**src/rtl/vram_arb_pkg.sv**
```systemverilog
// Shared types and constants for the VRAM arbiter.
package vram_arb_pkg;

  localparam int unsigned VRAM_ADDR_W = 13;

  typedef enum logic [1:0] {ARB_IDLE, ARB_ACCESS, ARB_DONE} arb_state_t;

  // Enumerator values double as bit positions in the request/grant vectors.
  typedef enum logic [1:0] {GNT_LCD, GNT_CPU, GNT_DMA} arb_gnt_t;

  function automatic arb_gnt_t gnt_from_onehot(input logic [2:0] oh);
    if (oh[GNT_DMA]) return GNT_DMA;
    if (oh[GNT_CPU]) return GNT_CPU;
    return GNT_LCD;
  endfunction

endpackage

```
**src/rtl/vram_arbiter_if.sv**
```systemverilog
// Requester, VRAM and statistics signals of the VRAM arbiter.
// Statistics signals exist only when VRAM_ARB_STATS_EN is defined.
interface vram_arbiter_if #(
  parameter int unsigned ADDR_W = vram_arb_pkg::VRAM_ADDR_W
);
  logic              lcd_req;
  logic [ADDR_W-1:0] lcd_addr;
  logic              lcd_ack;
  logic [7:0]        lcd_data;

  logic              cpu_req;
  logic              cpu_we;
  logic [ADDR_W-1:0] cpu_addr;
  logic [7:0]        cpu_din;
  logic              cpu_ack;
  logic [7:0]        cpu_dout;

  logic              dma_req;
  logic              dma_we;
  logic [ADDR_W-1:0] dma_addr;
  logic [7:0]        dma_din;
  logic              dma_ack;
  logic [7:0]        dma_dout;

  logic [ADDR_W-1:0] mem_addr;
  logic              mem_we;
  logic [7:0]        mem_din;
  logic [7:0]        mem_dout;

`ifdef VRAM_ARB_STATS_EN
  logic [15:0] lcd_grants;
  logic [15:0] cpu_grants;
  logic [15:0] dma_grants;
  logic [7:0]  dma_promotions;

  modport master (
    output lcd_req, lcd_addr, cpu_req, cpu_we, cpu_addr, cpu_din,
           dma_req, dma_we, dma_addr, dma_din, mem_dout,
    input  lcd_ack, lcd_data, cpu_ack, cpu_dout, dma_ack, dma_dout,
           mem_addr, mem_we, mem_din,
           lcd_grants, cpu_grants, dma_grants, dma_promotions
  );
  modport slave (
    input  lcd_req, lcd_addr, cpu_req, cpu_we, cpu_addr, cpu_din,
           dma_req, dma_we, dma_addr, dma_din, mem_dout,
    output lcd_ack, lcd_data, cpu_ack, cpu_dout, dma_ack, dma_dout,
           mem_addr, mem_we, mem_din,
           lcd_grants, cpu_grants, dma_grants, dma_promotions
  );
`else
  modport master (
    output lcd_req, lcd_addr, cpu_req, cpu_we, cpu_addr, cpu_din,
           dma_req, dma_we, dma_addr, dma_din, mem_dout,
    input  lcd_ack, lcd_data, cpu_ack, cpu_dout, dma_ack, dma_dout,
           mem_addr, mem_we, mem_din
  );
  modport slave (
    input  lcd_req, lcd_addr, cpu_req, cpu_we, cpu_addr, cpu_din,
           dma_req, dma_we, dma_addr, dma_din, mem_dout,
    output lcd_ack, lcd_data, cpu_ack, cpu_dout, dma_ack, dma_dout,
           mem_addr, mem_we, mem_din
  );
`endif

endinterface

```
**src/rtl/vram_arb_prio.sv**
```systemverilog
// Fixed-priority picker: LCD > CPU > DMA, or LCD > DMA > CPU when promote is set.
module vram_arb_prio
  import vram_arb_pkg::*;
(
  input  logic [2:0] req,
  input  logic       promote,
  output logic [2:0] gnt
);

  always_comb begin
    gnt = '0;
    if (req[GNT_LCD]) begin
      gnt[GNT_LCD] = 1'b1;
    end else if (promote && req[GNT_DMA]) begin
      gnt[GNT_DMA] = 1'b1;
    end else if (req[GNT_CPU]) begin
      gnt[GNT_CPU] = 1'b1;
    end else if (req[GNT_DMA]) begin
      gnt[GNT_DMA] = 1'b1;
    end
  end

endmodule

```
**src/rtl/vram_arbiter.sv**
```systemverilog
// Serializes LCD, CPU and DMA accesses onto the single-port VRAM.
// Define VRAM_ARB_STATS_EN to add grant/promotion counters.
module vram_arbiter
  import vram_arb_pkg::*;
#(
  parameter int unsigned ADDR_W       = VRAM_ADDR_W,
  parameter int unsigned RD_LAT       = 1,
  parameter int unsigned STARVE_LIMIT = 4
) (
  input  logic           clk,
  input  logic           reset,
  input  logic           ce,
  vram_arbiter_if.slave  bus
);

  localparam int unsigned LatW    = $clog2(RD_LAT + 1);
  localparam int unsigned StarveW = $clog2(STARVE_LIMIT + 1);

  arb_state_t          state_q;
  arb_gnt_t            gnt_q;
  logic                acc_we_q;
  logic [LatW-1:0]     lat_cnt_q;
  logic [StarveW-1:0]  starve_cnt_q;

  logic [2:0]          req;
  logic [2:0]          gnt_oh;
  logic                promote;
  arb_gnt_t            win;
  logic [ADDR_W-1:0]   win_addr;
  logic                win_we;
  logic [7:0]          win_din;

  assign req     = {bus.dma_req, bus.cpu_req, bus.lcd_req};
  assign promote = (starve_cnt_q == StarveW'(STARVE_LIMIT));
  assign win     = gnt_from_onehot(gnt_oh);

  vram_arb_prio u_prio (
    .req     (req),
    .promote (promote),
    .gnt     (gnt_oh)
  );

  // LCD is read-only, so its write enable and data are tied off.
  always_comb begin
    win_addr = bus.lcd_addr;
    win_we   = 1'b0;
    win_din  = '0;
    case (win)
      GNT_CPU: begin
        win_addr = bus.cpu_addr;
        win_we   = bus.cpu_we;
        win_din  = bus.cpu_din;
      end
      GNT_DMA: begin
        win_addr = bus.dma_addr;
        win_we   = bus.dma_we;
        win_din  = bus.dma_din;
      end
      default: ;
    endcase
  end

  always_ff @(posedge clk) begin
    if (reset) begin
      state_q      <= ARB_IDLE;
      gnt_q        <= GNT_LCD;
      acc_we_q     <= 1'b0;
      lat_cnt_q    <= '0;
      starve_cnt_q <= '0;
      bus.mem_addr <= '0;
      bus.mem_we   <= 1'b0;
      bus.mem_din  <= '0;
      bus.lcd_ack  <= 1'b0;
      bus.cpu_ack  <= 1'b0;
      bus.dma_ack  <= 1'b0;
      bus.lcd_data <= '0;
      bus.cpu_dout <= '0;
      bus.dma_dout <= '0;
`ifdef VRAM_ARB_STATS_EN
      bus.lcd_grants     <= '0;
      bus.cpu_grants     <= '0;
      bus.dma_grants     <= '0;
      bus.dma_promotions <= '0;
`endif
    end else begin
      // Acks are cleared every clk so they stay one clk wide even when ce is low.
      bus.lcd_ack <= 1'b0;
      bus.cpu_ack <= 1'b0;
      bus.dma_ack <= 1'b0;
      if (ce) begin
        case (state_q)
          ARB_IDLE: begin
            if (!bus.dma_req || win == GNT_DMA) begin
              starve_cnt_q <= '0;
            end else if (|req && !promote) begin
              starve_cnt_q <= starve_cnt_q + StarveW'(1);
            end
            if (|req) begin
              gnt_q        <= win;
              acc_we_q     <= win_we;
              lat_cnt_q    <= LatW'(RD_LAT);
              bus.mem_addr <= win_addr;
              bus.mem_we   <= win_we;
              bus.mem_din  <= win_din;
              state_q      <= ARB_ACCESS;
`ifdef VRAM_ARB_STATS_EN
              case (win)
                GNT_LCD: bus.lcd_grants <= bus.lcd_grants + 16'd1;
                GNT_CPU: bus.cpu_grants <= bus.cpu_grants + 16'd1;
                default: bus.dma_grants <= bus.dma_grants + 16'd1;
              endcase
              // A promotion only decides the grant when CPU would otherwise have won.
              if (win == GNT_DMA && promote && bus.cpu_req && bus.dma_promotions != 8'hFF) begin
                bus.dma_promotions <= bus.dma_promotions + 8'd1;
              end
`endif
            end
          end
          ARB_ACCESS: begin
            bus.mem_we <= 1'b0;
            if (acc_we_q) begin
              state_q <= ARB_DONE;
            end else if (lat_cnt_q == LatW'(1)) begin
              case (gnt_q)
                GNT_LCD: bus.lcd_data <= bus.mem_dout;
                GNT_CPU: bus.cpu_dout <= bus.mem_dout;
                default: bus.dma_dout <= bus.mem_dout;
              endcase
              state_q <= ARB_DONE;
            end else begin
              lat_cnt_q <= lat_cnt_q - LatW'(1);
            end
          end
          ARB_DONE: begin
            case (gnt_q)
              GNT_LCD: bus.lcd_ack <= 1'b1;
              GNT_CPU: bus.cpu_ack <= 1'b1;
              default: bus.dma_ack <= 1'b1;
            endcase
            state_q <= ARB_IDLE;
          end
          default: state_q <= ARB_IDLE;
        endcase
      end
    end
  end

endmodule

```
**src/flat_wrapper.sv**
```systemverilog
// flat-port wrapper written by rule: the top's interface ports become plain ports
module vram_arbiter_flat import vram_arb_pkg::*;
#(
  parameter int unsigned ADDR_W       = VRAM_ADDR_W,
  parameter int unsigned RD_LAT       = 1,
  parameter int unsigned STARVE_LIMIT = 4
)
  (clk, reset, ce, bus_lcd_req, bus_lcd_addr, bus_cpu_req, bus_cpu_we, bus_cpu_addr, bus_cpu_din, bus_dma_req, bus_dma_we, bus_dma_addr, bus_dma_din, bus_mem_dout, bus_lcd_ack, bus_lcd_data, bus_cpu_ack, bus_cpu_dout, bus_dma_ack, bus_dma_dout, bus_mem_addr, bus_mem_we, bus_mem_din);
  vram_arbiter_if #(.ADDR_W(ADDR_W)) bus_i ();
  input  logic clk;
  input  logic reset;
  input  logic ce;
  input wire logic [$bits(bus_i.lcd_req)-1:0] bus_lcd_req;
  input wire logic [$bits(bus_i.lcd_addr)-1:0] bus_lcd_addr;
  input wire logic [$bits(bus_i.cpu_req)-1:0] bus_cpu_req;
  input wire logic [$bits(bus_i.cpu_we)-1:0] bus_cpu_we;
  input wire logic [$bits(bus_i.cpu_addr)-1:0] bus_cpu_addr;
  input wire logic [$bits(bus_i.cpu_din)-1:0] bus_cpu_din;
  input wire logic [$bits(bus_i.dma_req)-1:0] bus_dma_req;
  input wire logic [$bits(bus_i.dma_we)-1:0] bus_dma_we;
  input wire logic [$bits(bus_i.dma_addr)-1:0] bus_dma_addr;
  input wire logic [$bits(bus_i.dma_din)-1:0] bus_dma_din;
  input wire logic [$bits(bus_i.mem_dout)-1:0] bus_mem_dout;
  output wire logic [$bits(bus_i.lcd_ack)-1:0] bus_lcd_ack;
  output wire logic [$bits(bus_i.lcd_data)-1:0] bus_lcd_data;
  output wire logic [$bits(bus_i.cpu_ack)-1:0] bus_cpu_ack;
  output wire logic [$bits(bus_i.cpu_dout)-1:0] bus_cpu_dout;
  output wire logic [$bits(bus_i.dma_ack)-1:0] bus_dma_ack;
  output wire logic [$bits(bus_i.dma_dout)-1:0] bus_dma_dout;
  output wire logic [$bits(bus_i.mem_addr)-1:0] bus_mem_addr;
  output wire logic [$bits(bus_i.mem_we)-1:0] bus_mem_we;
  output wire logic [$bits(bus_i.mem_din)-1:0] bus_mem_din;
  assign bus_i.lcd_req = bus_lcd_req;
  assign bus_i.lcd_addr = bus_lcd_addr;
  assign bus_i.cpu_req = bus_cpu_req;
  assign bus_i.cpu_we = bus_cpu_we;
  assign bus_i.cpu_addr = bus_cpu_addr;
  assign bus_i.cpu_din = bus_cpu_din;
  assign bus_i.dma_req = bus_dma_req;
  assign bus_i.dma_we = bus_dma_we;
  assign bus_i.dma_addr = bus_dma_addr;
  assign bus_i.dma_din = bus_dma_din;
  assign bus_i.mem_dout = bus_mem_dout;
  assign bus_lcd_ack = bus_i.lcd_ack;
  assign bus_lcd_data = bus_i.lcd_data;
  assign bus_cpu_ack = bus_i.cpu_ack;
  assign bus_cpu_dout = bus_i.cpu_dout;
  assign bus_dma_ack = bus_i.dma_ack;
  assign bus_dma_dout = bus_i.dma_dout;
  assign bus_mem_addr = bus_i.mem_addr;
  assign bus_mem_we = bus_i.mem_we;
  assign bus_mem_din = bus_i.mem_din;
  vram_arbiter #(.ADDR_W(ADDR_W), .RD_LAT(RD_LAT), .STARVE_LIMIT(STARVE_LIMIT)) u_core (.clk(clk), .reset(reset), .ce(ce), .bus(bus_i));
endmodule
```
**config.mk**
```make
export PLATFORM = sky130hd
export DESIGN_NAME = vram_arbiter_flat
export DESIGN_NICKNAME = d
export VERILOG_FILES = /design/src/rtl/vram_arb_pkg.sv /design/src/rtl/vram_arbiter_if.sv /design/src/rtl/vram_arb_prio.sv /design/src/rtl/vram_arbiter.sv /design/src/flat_wrapper.sv
export SDC_FILE = /design/constraint.sdc
export NUM_CORES = 1
export LEC_CHECK = 0
export ABC_AREA = 0
export ABC_CLOCK_PERIOD_IN_PS = 1590
export BUFFER_PORTS_ARGS = -buffer_cell sky130_fd_sc_hd__clkbuf_2
export CAP_MARGIN = 20
export CORE_ASPECT_RATIO = 1.1
export CORE_MARGIN = 2
export CORE_UTILIZATION = 47
export CTS_BUF_LIST = sky130_fd_sc_hd__clkbuf_8 sky130_fd_sc_hd__clkbuf_16
export CTS_CLUSTER_DIAMETER = 150
export DETAILED_ROUTE_END_ITERATION = 10
export GPL_TIMING_DRIVEN = 0
export PLACE_DENSITY_LB_ADDON = 0.2
export SLEW_MARGIN = 10
export SYNTH_ARGS = -nofsm -noshare
export SYNTH_HDL_FRONTEND = slang
export SYNTH_SLANG_ARGS = --single-unit
```
**constraint.sdc**
```tcl
create_clock -name clk -period 1.59 [get_ports clk]
set_input_delay 0.159 -clock clk [delete_from_list [all_inputs] [get_ports clk]]
set_output_delay 0.159 -clock clk [all_outputs]
set_load 0.02 [all_outputs]
```
* Word level (Yosys, flattened, before mapping) *
Cells that the tools add are included.

storage, ports and cells
  register bits = 58
  latch bits = 0
  memory bits (writable) = 0
  memory bits (read-only) = 0
  bits of input ports = 71
  output and inout port bits = 49
  logic and storage cells = 80
  memories kept = 0

operators by class
  add/subtract/negate cells = 2
  multiply operators = 0
  div/mod/pow operators = 0
  $lt $le $gt $ge = 0
  eq/ne operators = 9
  shift-type cells = 0
  multiplexer cells = 31
  bitwise operators = 4
  reduce and logical (&&, ||, !) cells = 20

operators by type and width
  operator                                                                 number
  13-bit one-hot mux with 2 select lines                                   1
  2-bit 2-to-1 mux                                                         8
  8-bit one-hot mux with 2 select lines                                    1
  1-bit 2-to-1 mux                                                         15
  5-bit AND reduction                                                      3
  3-bit AND reduction                                                      4
  2-bit by 1-bit == test with 1-bit output, second input constant          3
  3-bit 2-to-1 mux                                                         2
  1-bit one-hot mux with 2 select lines                                    3
  3-bit OR reduction                                                       2
  2-bit == test, second input constant                                     2
  2-bit logical NOT                                                        2
  1-bit NOT                                                                4
  2-bit one-hot mux with 2 select lines                                    1
  4-bit AND reduction                                                      1
  2-bit nonzero test                                                       2
  3-bit by 1-bit adder with 3-bit output, second input constant            1
  3-bit == test, second input constant                                     1
  3-bit by 1-bit inequality test with 1-bit output, second input constant  1
  1-bit logical AND                                                        2
  1-bit logical NOT                                                        2
  2-bit by 1-bit inequality test with 1-bit output, second input constant  1
  2-bit inequality test, second input constant                             1
  2-bit OR reduction                                                       1
  2 further kinds                                                          2

* Depth between registers and ports, before layout *
Gate-level depths: netlist of run 1.

  depth after elaboration = 12
  mapped depth = 6
  mapped depth without buffers = 5

* Hierarchy *
From an unflattened synthesis of run 1, not the netlist that was laid out.

second synthesis, totals
  cell total of the unflattened synthesis = 304
  area total of the unflattened synthesis = 2783.9 µm²

modules (own cells, without submodules)
  module         instances  cells an instance  area an instance (µm²)  sequential area each (µm²)
  vram_arbiter   1          299                2746.4                  1161.1
  vram_arb_prio  1          5                  37.5                    0.0

* Worst setup path after synthesis of run 1 *
No wires, ideal clock.

  path kind = register to register
  from = register u_core.starve_cnt_q[0]
  to = register u_core.bus.mem_addr[12] (netlist bit)
  setup time = 0.088 ns
  arrival = 1.373 ns
  data required time = 1.502 ns
  setup slack = 0.128 ns
  stages on the path, launching flop included = 7
  path buffers = 1
  period minus slack after synthesis = 1.462 ns
  cell sequence = dfxtp_1 > inv_1 > ha_1 > nand3_1 > clkbuf_1 > nand3_1 > a311oi_2

on the way
  cells in the longest elaborated chain, start to end = 10
  elaborated cells on any way between the ends = 14
  those cells by class = eq/ne: 3; mux: 10; reduce/logical: 1

ends and longest elaborated chain
  element                                                                    RTL line               RTL
  start: declaration                                                         vram_arbiter.sv:23     logic [StarveW-1:0] starve_cnt_q;
  start signal: assignment                                                   vram_arbiter.sv:96     starve_cnt_q <= starve_cnt_q + StarveW'(1);
  3-bit == test *                                                            vram_arbiter.sv:34     assign promote = (starve_cnt_q == StarveW'(STARVE_LIMIT));
  1-bit logical AND *                                                        vram_arb_prio.sv:14    end else if (promote && req[GNT_DMA]) begin
  1-bit 2-to-1 mux                                                           vram_arb_prio.sv:14
  2-bit 2-to-1 mux *                                                         vram_arb_prio.sv:12    if (req[GNT_LCD]) begin
  1-bit 2-to-1 mux (2 in a row)                                              vram_arb_pkg.sv:13     if (oh[GNT_CPU]) return GNT_CPU;
  2-bit 2-to-1 mux                                                           vram_arb_pkg.sv:14     return GNT_LCD;
  2-bit 2-to-1 mux *                                                         vram_arb_pkg.sv:13
  2-bit == test or 2-bit by 1-bit == test with 1-bit output (tied branches)  vram_arbiter.sv:48     case (win)
  13-bit one-hot mux with 2 select lines *                                   vram_arbiter.sv:48
  end signal: assignment                                                     vram_arbiter.sv:102    bus.mem_addr <= win_addr;
  end: declaration                                                           vram_arbiter_if.sv:61  mem_addr, mem_we, mem_din

Every way passes the cells marked *; elsewhere a longest branch is shown, timed or not. The select of a mux whose other input is x is not followed.
A chain may end at the register's enable or synchronous reset.

* Worst setup path after layout of run 1 *
  from = register u_core.starve_cnt_q[0]
  to = register u_core.bus.mem_addr[4] (netlist bit)

Same word-level chain as after synthesis.

==> results of run 1 <==
[power breakdown]
part | internal [W] | switching, W
combinational | 0.000277 | 0.000387
sequential | 0.00152 | 0.0000443
clock | 0.00103 | 0.000575
[cells in the mapped netlist (3+ instances only)]
library cell   n  area, sq um
dfxtp_1       58         1160
nand3_1       55          275
a21oi_1       50          250
o21ai_0       28          140
a311oi_1      20          175
buf_2         15         75.1
a32oi_1       13          114
clkbuf_1      10         37.5
buf_6          6         67.6
inv_1          5         18.8
nand4_1        4         25.0
buf_4          3         22.5
nor2_1         3         11.3
[through the flow]
step,util (%),TNS [ns]
2_1_floorplan,-,0
3_3_place_gp,60.4,-1.38
3_5_place_dp,60.4,-1.58
4_1_cts,64.9,0
5_1_grt,66.4,-0.0181
6_report,66.4,0
[worst max-delay path, delay by kind of cell, from the launching register on]
kind            cells  cell delay, ns
fa+ha+maj           1            0.22
compound gates      3            0.58
flops               1            0.35
buf+inv             2            0.22
[flip-flops by register name (all words and copies together), names as in the netlist]
name and count:
u_core.bus.dma_ack 1, u_core.bus.cpu_dout 8, u_core.bus.mem_we 1, u_core.bus.mem_addr 13, u_core.bus.lcd_ack 1, u_core.gnt_q 2, u_core.state_q 2, u_core.lat_cnt_q 1
u_core.bus.dma_dout 8, u_core.acc_we_q 1, u_core.bus.lcd_data 8, u_core.starve_cnt_q 3, u_core.bus.cpu_ack 1, u_core.bus.mem_din 8
[layout by cell type (no fill, tap or decap), types with 2 or more instances in the layout]
cell	instances
a21oi_1	50
a311oi_1	19
a311oi_2	2
a31o_2	2
a32o_1	2
a32oi_1	10
a32oi_2	3
and2b_1	2
and3b_1	2
buf_2	12
buf_4	4
buf_6	9
bufinv_16	3
clkbuf_1	8
clkbuf_2	119
clkbuf_8	10
clkinv_2	3
dfxtp_1	58
inv_1	6
nand3_1	54
nand3b_1	2
nand4_1	4
nor2_1	3
nor2b_1	2
nor3b_1	2
o2111ai_1	2
o21ai_0	28
[cell families after synthesis]
| group | Yosys count | synth area share, % |
|---|---|---|
| compound gates | 127 | 29.6 |
| fa+ha+maj | 2 | 0.900 |
| buf+inv | 40 | 8.14 |
| flops | 58 | 41.7 |
| mux | 1 | 0.360 |
| simple gates | 88 | 19.3 |
[worst max path at each step]
stage / depth (start not counted) / endpoint / slack [ns] / startpoint
2_1_floorplan: 6 / u_core.bus.mem_addr[12] / 0.13 / u_core.starve_cnt_q[0]
6_report: 6 / u_core.bus.mem_addr[4] / 0.09 / u_core.starve_cnt_q[0]
3_5_place_dp: 6 / u_core.bus.mem_addr[3] / -0.27 / u_core.starve_cnt_q[0]
3_3_place_gp: 6 / u_core.bus.mem_addr[12] / -0.19 / u_core.starve_cnt_q[0]
4_1_cts: 6 / u_core.bus.mem_addr[3] / 0.0009 / u_core.starve_cnt_q[0]
5_1_grt: 4 / u_core.bus.cpu_dout[0] / -0.006 / u_core.lat_cnt_q
[layer usage]
metal  wire length [um]  vias to the layer above  share of wire (%)  track usage (%)
met5                  0                        -                  0                0
met4                259                        0                3.0             12.7
met3                700                       28                8.2             6.67
met2               4140                      167                 49             41.3
met1               3420                     1472                 40             30.8
li1                   -                     1492                  -                -
[repair_timing]
action	in CTS	in global routing
setup endpoints to repair	11	31
buffers inserted	0	2
pin swaps	2	3
resized for setup	6	14
[area by class of cell]
| cell class | instances | area, sq um |
|---|---|---|
| fillers | 536 | 1930 |
| plain buffers | 35 | 238 |
| flip-flops and latches | 58 | 1160 |
| clock buffers | 9 | 124 |
| repair buffers | 119 | 613 |
| multi-input cells | 218 | 1450 |
| clock inverters | 7 | 109 |
| inverters | 5 | 18.8 |
| well taps | 77 | 96.3 |
==> out/metrics.yaml, run 1 <==
timing:
  tightestPinTransition_ns: 0.544
  worst_slack_ns: 0.0869
  relSlewSlack_pct: 63.7
  setup_viol: 0
  hold_viol_final: 0
  hold_slack_ns: 0.0792
  min_period_ns: 1.50
  report.final.slew_viol_count: 0
  finalClockSkew_ns: 0.00746
  post-route-period-util_pct: 94.5
  fmax_mhz: 665
power:
  p_leak_nw: 1.59
  powerDensity_nw_per_um2: 1010
  total_power_w: 0.00383
  ir_drop_mv: 0.577
floorplan:
  coreArea_sq_um: 5730
  start_util_pct: 48.5
  placementRows: 29
  io_pins: 120
  dieArea_sq_um: 6550
  dieWidth_um: 77.3
  die-height_um: 84.7
grt:
  overflow: 0
  grt_max_degree: 11
  grt_pass1_wl_um: 13100
  first_global_vias: 2807
  grt_antenna_before_repair: 0
  track_usage_pct: 25.3
critical_path:
  timing.rr.start: "u_core.starve_cnt_q[0]"
  crit_slowest_cell: "dfxtp_1"
  crit_type: "reg2reg"
  endpoint_kind: "register"
  arrival_ns: 1.71
  rr_endpoint: "u_core.bus.mem_addr[4]"
  startpoint_type: "register"
  r2r_cells: 6
  worst-r2r-setup-slack_ns: 0.09
  cp.required_ns: 1.80
  critical-path-max-stage-delay_ns: 0.35
  crit_chain: "inv_1, ha_2, a21bo_4, buf_6, a32oi_1, a311oi_1"
  path_max_fanout: 10
clock_tree:
  cts_tree: "built"
  clock_sinks: 58
  clockBufferDepth: 2
  cts_buffers: 9
  clk_pin_slew_ns: 0.07
  holdBufCountCts: 0
  htreeDepth: 3
  cts-root-buf: "clkbuf_8"
  insertion_delay_ns: 0.33
placed_design:
  port_buffers: 117
  place_hpwl_um: 6130
  placed_area_sq_um: 3460
  place_congestion: 0.835
  pre_cts_ws_ns: -0.270
  dp.cells: 510
synth:
  synth-seq-cells: 58
  netlist-cell-type-count: 50
  syn_inst: 316
  yosys_warnings: 0
  synth_fp_nets: 389
  avgSynthCellArea_sq_um: 8.80
  synth_ff_type: "dfxtp_1"
  ys_seq_area_share_pct: 41.7
  synth-edff-count: 0
  synthArstFlopShare_pct: 0
  syn_area_sq_um: 2780
cells_and_area:
  drive_gt1_share_pct: 39.0
  finalNonFillerCells: 528
  stdcell_area_sq_um: 3800
  area_growth_pct: 36.8
  layout.nets: 519
  diodes: 0
route:
  avgRoutedWirePerCell_um: 16.1
  drt_iter0_markers: 196
  vias_per_cell: 5.98
  antenna_left: 0
  dr.pass1.iters: 5
  drc: 0
  wirelength_um: 8520
  num_vias: 3159
flow_run:
  drv_cap: 0
min_path:
  hold_class: "in2reg"
  holdPathEnd: "u_core.bus.mem_addr[9]"
  min-delay-start: "bus_cpu_addr[9]"
  whs_path_depth: 3
outcome:
  outcome: "completed"
(Power assumes the default switching activity.)
==> run 2, diff against run 1 <==
Settings changed: CELL_PAD_IN_SITES_DETAIL_PLACEMENT set to 0, CELL_PAD_IN_SITES_GLOBAL_PLACEMENT set to 1, CORE_UTILIZATION 47 to 34.
==> run 2 against run 1 <==
Clock skew increased by 0.0040 ns. Count of clock-buffer cells in the layout unchanged. Design area shrank 0.20%. Critical path depth shrank 1. Worst hold slack better by 0.0050 ns. Power is 8.0% lower. Clock power down 19%. Via count is 6.0% lower. Maximum frequency increased by 0.45%. Non-clock buffer count is 1 lower. First-iteration DRC count fell by 42%. Highest routed layer unchanged.
==> out/metrics.yaml, run 2 (synthesis gave the netlist of run 1 again) <==
grt:
  grt_pass1_wl_um: 14200
  overflow: 0
  grt_antenna_before_repair: 0
  grt-busiest-layer: "met2"
  met2_usage_pct: 32.0
  track_usage_pct: 19.9
  grtUsageMet3_pct: 5.81
  grtUsageMet1_pct: 25.8
  first_global_vias: 2780
  grt_max_degree: 11
placed_design:
  place_congestion: 0.839
  place_hpwl_um: 6550
  port_buffers: 117
  placed_area_sq_um: 3500
timing:
  setup_viol: 0
  report.final.slew_viol_count: 0
  post-route-period-util_pct: 94.1
  min_period_ns: 1.50
  rsz0062_at_grt: "no"
  fmax_mhz: 668
  hold_viol_final: 0
  setup-tns-final_ns: 0
  finalClockSkew_ns: 0.0115
  relSlewSlack_pct: 64.7
  tightestPinTransition_ns: 0.529
critical_path:
  cp_num_buf_inv: 2
  arrival_ns: 1.69
  r2r_cells: 5
  cp.required_ns: 1.78
  startpoint_type: "register"
  worst-r2r-setup-slack_ns: 0.09
  cpLargestDelayFamily: "simple AND/OR/NAND/NOR gates"
  startpoint: "u_core.gnt_q[1]"
  path_max_fanout: 10
  crit_slowest_cell: "or4b_1"
  crit_end: "u_core.bus.lcd_data[5]"
  cp_common_cell: "buf_2"
  critical-path-max-stage-delay_ns: 0.47
  path_depth: 5
  endpoint_kind: "register"
  timing.rr.start: "u_core.gnt_q[1]"
  crit_type: "reg2reg"
  rr_endpoint: "u_core.bus.lcd_data[5]"
  crit_chain: "buf_2, or4b_1, buf_2, o21ai_0, a21oi_1"
outcome:
  outcome: "completed"
clock_tree:
  cts_tree: "built"
  cts_buffers: 9
  cts-root-buf: "clkbuf_8"
  insertion_delay_ns: 0.33
  clock_sinks: 58
  clockBufferDepth: 2
  holdBufCountCts: 0
  htreeDepth: 3
  clk_pin_slew_ns: 0.07
power:
  p_leak_nw: 1.56
  powerDensity_nw_per_um2: 928
  ir_drop_mv: 0.370
min_path:
  hold_class: "in2reg"
  min-delay-start: "bus_dma_din[2]"
  whs_path_depth: 3
cells_and_area:
  multi_input_area_sq_um: 1460
  largest_register_ffs: 13
  mostFrequentLayoutCell: "clkbuf_2"
  drive_gt1_share_pct: 39.8
  mostFrequentLayoutCells: "clkbuf_2, dfxtp_1, nand3_1"
  area_growth_pct: 36.5
  diodes: 0
  regArea_sq_um: 1160
  fill_cells: 817
  regMostFlops: "u_core.bus.mem_addr"
  stdcell_area_sq_um: 3800
  layout.nets: 518
floorplan:
  placementRows: 34
  dieArea_sq_um: 8920
  dieWidth_um: 90.2
  die-height_um: 98.9
  io_pins: 120
  start_util_pct: 35.2
  coreArea_sq_um: 7910
route:
  drt_iter0_markers: 113
  vias_per_cell: 5.32
  avgRoutedWirePerCell_um: 16.0
  antenna_left: 0
  drc: 0
  dr.pass1.iters: 4
  num_vias: 2968
  wirelength_um: 8910
flow_run:
  drv_cap: 0
## run 2: cell types whose count changed in the layout (fill, tap and decap cells not counted), sizes merged
cell,previous run,this run
bufinv,3,1
buf,26,25
clkinv,3,4
clkinvlp,0,1
## run 2: power by group
part           switching [W]  total [W]  internal (W)
Sequential         0.0000419    0.00156       0.00152
Clock               0.000595    0.00130      0.000706
Combinational       0.000388   0.000661      0.000273
Total                0.00102    0.00352       0.00250
## run 2: worst min-delay path by stage
stage,end,slack (ns)
finish,u_core.bus.mem_din[2],0.08
global route,u_core.bus.mem_addr[1],0.08
detailed placement,u_core.bus.mem_addr[2],0.43
global placement,u_core.bus.mem_addr[1],0.42
CTS,u_core.bus.mem_addr[2],0.07
floorplan,u_core.bus.cpu_dout[0],0.31
## run 2: what timing repair did
item | in CTS | in global routing
buffers inserted | 0 | 1
setup endpoints to repair | 13 | 29
pin swaps | 3 | 3
resized for setup | 9 | 11
## run 2: final cells by class
type                    count  share of cell area (%)
multi-input cells         218                    38.5
flip-flops and latches     58                    30.6
repair buffers            118                    15.9
plain buffers              35                    6.03
well taps                 108                    3.56
clock buffers               9                    3.26
clock inverters             7                    1.61
inverters                   5                   0.494
## run 2: stage by stage
step                      cells  power [W]  hold slack, ns  util [%]  worst slack (ns)
after floorplan             316    0.00197           0.307         -             0.128
after global placement      541    0.00222           0.419      44.3            -0.234
after detailed placement    541    0.00222           0.428      44.3            -0.280
after CTS                   557    0.00353          0.0675      47.0           0.00259
after global routing        558    0.00370          0.0808      48.0            0.0155
final                       558    0.00352          0.0842      48.0            0.0937
## run 2: worst register-to-register path: stages, from the launching register on
cell and delay (ns):
dfxtp_1 0.30, buf_2 0.17, or4b_1 0.47, buf_2 0.18, o21ai_0 0.16, a21oi_1 0.09
## run 2: routing by layer
metal	vias to the layer above	part of all wire [%]
li1	1480	-
met4	0	0.54
met5	-	0
met2	84	48
met3	4	5.9
met1	1400	45
==> run 3, diff against run 2 <==
--- a/config.mk
+++ b/config.mk
@@ -7,3 +7,3 @@
 export LEC_CHECK = 0
-export ABC_AREA = 0
+export ABC_AREA = 1
 export ABC_CLOCK_PERIOD_IN_PS = 1590
@@ -15,3 +15,3 @@
 export CORE_MARGIN = 2
-export CORE_UTILIZATION = 34
+export CORE_UTILIZATION = 32
 export CTS_BUF_LIST = sky130_fd_sc_hd__clkbuf_8 sky130_fd_sc_hd__clkbuf_16
--- a/constraint.sdc
+++ b/constraint.sdc
@@ -3,2 +3,2 @@
 set_output_delay 0.159 -clock clk [all_outputs]
-set_load 0.02 [all_outputs]
+set_load 0.01 [all_outputs]
==> run 3 against run 2 <==
Maximum frequency increased by 2.7%. Synthesized area decreased by 1.5%. Synthesized cell count increased by 29%. Wire length decreased by 9.8%. Critical path depth increased by 3. Final cell count increased by 17%. Utilization decreased by 4.0 points. Design area decreased by 3.0%. Flip-flop and latch count unchanged. Largest cell class unchanged.
==> out/metrics.yaml, run 3 <==
cells_and_area:
  drive_gt1_share_pct: 30.0
  mostFrequentLayoutCell: "clkbuf_2"
  diodes: 0
  mostFrequentLayoutCells: "clkbuf_2, nand2_1, nor2_1"
  regMostFlops: "u_core.bus.mem_addr"
  largest_register_ffs: 13
  fin_util_pct: 44.0
  area_growth_pct: 34.4
  layout.nets: 612
  multi_input_area_sq_um: 1370
  regArea_sq_um: 1160
  fill_cells: 942
floorplan:
  placementRows: 35
  io_pins: 120
  coreArea_sq_um: 8360
  start_util_pct: 32.8
  dieArea_sq_um: 9320
  die-height_um: 101
  dieWidth_um: 92.2
power:
  power.internal_w: 0.00249
  pwr-share-comb_pct: 15.6
  pwr-share-seq_pct: 45.1
  switching_share_pct: 27.9
  total_power_w: 0.00345
  ir_drop_mv: 0.559
  power_frac_clock_pct: 39.3
  net-switching-power_w: 0.000963
  powerDensity_nw_per_um2: 938
  p_leak_nw: 1.83
critical_path:
  cpLargestDelayFamily: "simple AND/OR/NAND/NOR gates"
  cp_num_buf_inv: 2
  startpoint_type: "register"
  crit_chain: "inv_1, ha_1, nand3_1, clkbuf_4, nand3_1, nand2_1, nand2_1, a21oi_1"
  endpoint_kind: "register"
  arrival_ns: 1.72
  cp.required_ns: 1.86
  path_max_fanout: 10
  crit_slowest_cell: "dfxtp_1"
  crit_type: "reg2reg"
  critical-path-max-stage-delay_ns: 0.36
route:
  antenna_left: 0
  num_vias: 2955
  wirelength_um: 8040
  dr.pass1.iters: 4
  vias_per_cell: 4.51
  drt_iter0_markers: 86
  drc: 0
  avgRoutedWirePerCell_um: 12.3
placed_design:
  place_congestion: 0.776
  place_hpwl_um: 6330
  port_buffers: 119
synth:
  yosys-top-cells-count: "nand2_1, nor2_1, nand3_1"
  ys_seq_area_share_pct: 42.4
  synthArstFlopShare_pct: 0
  netlist-cell-type-count: 20
  synth_top_cell_by_area: "dfxtp_1"
  synth-seq-cells: 58
  avgSynthCellArea_sq_um: 6.70
  synth_ff_type: "dfxtp_1"
  synth-edff-count: 0
  yosys_warnings: 0
  synth_area_leaders: "dfxtp_1, nand2_1, nand3_1"
  syn_inst: 409
  syn_area_sq_um: 2740
  yosys.area.top_type_share_pct: 42.4
  synth_fp_nets: 482
  synth.most_common_cell: "nand2_1"
clock_tree:
  clockBufferDepth: 2
  clock_sinks: 58
  cts_setup_buffers: 0
  cts_tree: "built"
  clk_pin_slew_ns: 0.07
  cts_buffers: 9
  insertion_delay_ns: 0.33
  htreeDepth: 3
  holdBufCountCts: 0
  cts-root-buf: "clkbuf_8"
grt:
  grt_antenna_before_repair: 0
  first_global_vias: 2815
  overflow: 0
  grt_max_degree: 11
  grt_pass1_wl_um: 13000
  track_usage_pct: 17.8
timing:
  report.final.slew_viol_count: 0
  hold_slack_ns: 0.0901
  setup-tns-final_ns: 0
  min_period_ns: 1.46
  finalClockSkew_ns: 0.00405
  rsz0062_at_grt: "no"
  hold_viol_final: 0
  setup_viol: 0
  post-route-period-util_pct: 91.6
  tightestPinTransition_ns: 0.554
  fmax_mhz: 686
  relSlewSlack_pct: 63.1
flow_run:
  drv_cap: 0
min_path:
  hold_class: "in2reg"
outcome:
  outcome: "completed"
[run 3: final timing paths]
path / endpoint / slack (ns) / start / cells after the start
hold reg to reg: u_core.bus.cpu_ack / 0.45 / u_core.gnt_q[1] / 1
hold / removal: u_core.bus.mem_din[5] / 0.09 / reset / 2
setup / recovery: u_core.bus.mem_din[6] / 0.13 / u_core.starve_cnt_q[0] / 8
setup reg to reg: u_core.bus.mem_din[6] / 0.13 / u_core.starve_cnt_q[0] / 8
[run 3: worst register-to-register path: stages (launching register included)]
cell and delay (ns):
dfxtp_1 0.36, inv_1 0.07, ha_1 0.22, nand3_1 0.17, clkbuf_4 0.24, nand3_1 0.10, nand2_1 0.08, nand2_1 0.05
a21oi_1 0.11
[run 3: through the flow]
step | setup slack [ns] | std cells | instance area [sq um]
after floorplan | 0.215 | 409 | 2740
after global placement | -0.0434 | 639 | 3470
after detailed placement | -0.101 | 639 | 3470
after CTS | 0.0697 | 655 | 3670
after global routing | 0.00223 | 655 | 3680
final | 0.133 | 655 | 3680
[run 3: routing by layer]
layer	part of all wire, %	up-vias	global-route usage, %
met3	6.6	12	5.09
met5	0	-	0
met2	48	86	30.5
met1	44	1276	21.1
li1	-	1581	-
met4	1.9	0	7.23
[run 3: cell families (layout without fill, tap and decap cells)]
| family | Yosys count | after routing | share of synthesized area, % |
|---|---|---|---|
| simple gates | 263 | 263 | 41.7 |
| buf+inv | 46 | 181 | 7.72 |
| compound gates | 40 | 40 | 7.31 |
| fa+ha+maj | 2 | 2 | 0.913 |
| flops | 58 | 58 | 42.4 |
[run 3: area by class of cell]
class	instances	share of cell area, %
Sequential cell	58	31.5
Tap cell	111	3.77
Timing Repair Buffer	119	16.2
Inverter	24	2.45
Buffer	22	3.67
Clock buffer	10	3.74
Clock inverter	6	1.56
Multi-Input combinational cell	305	37.1
[run 3: power groups by stage]
stage | Clock, W | Sequential (W) | Combinational [W]
5_1_grt | 0.00147 | 0.00157 | 0.000614
2_1_floorplan | 0 | 0.00161 | 0.000292
3_5_place_dp | 0 | 0.00159 | 0.000544
4_1_cts | 0.00139 | 0.00156 | 0.000546
3_3_place_gp | 0 | 0.00159 | 0.000540
6_report | 0.00136 | 0.00156 | 0.000537
[run 3: timing repair]
action,in CTS,in global routing
endpoints found under the hold margin,0,0
gates resized for setup,2,10
endpoints found under the setup margin,19,21
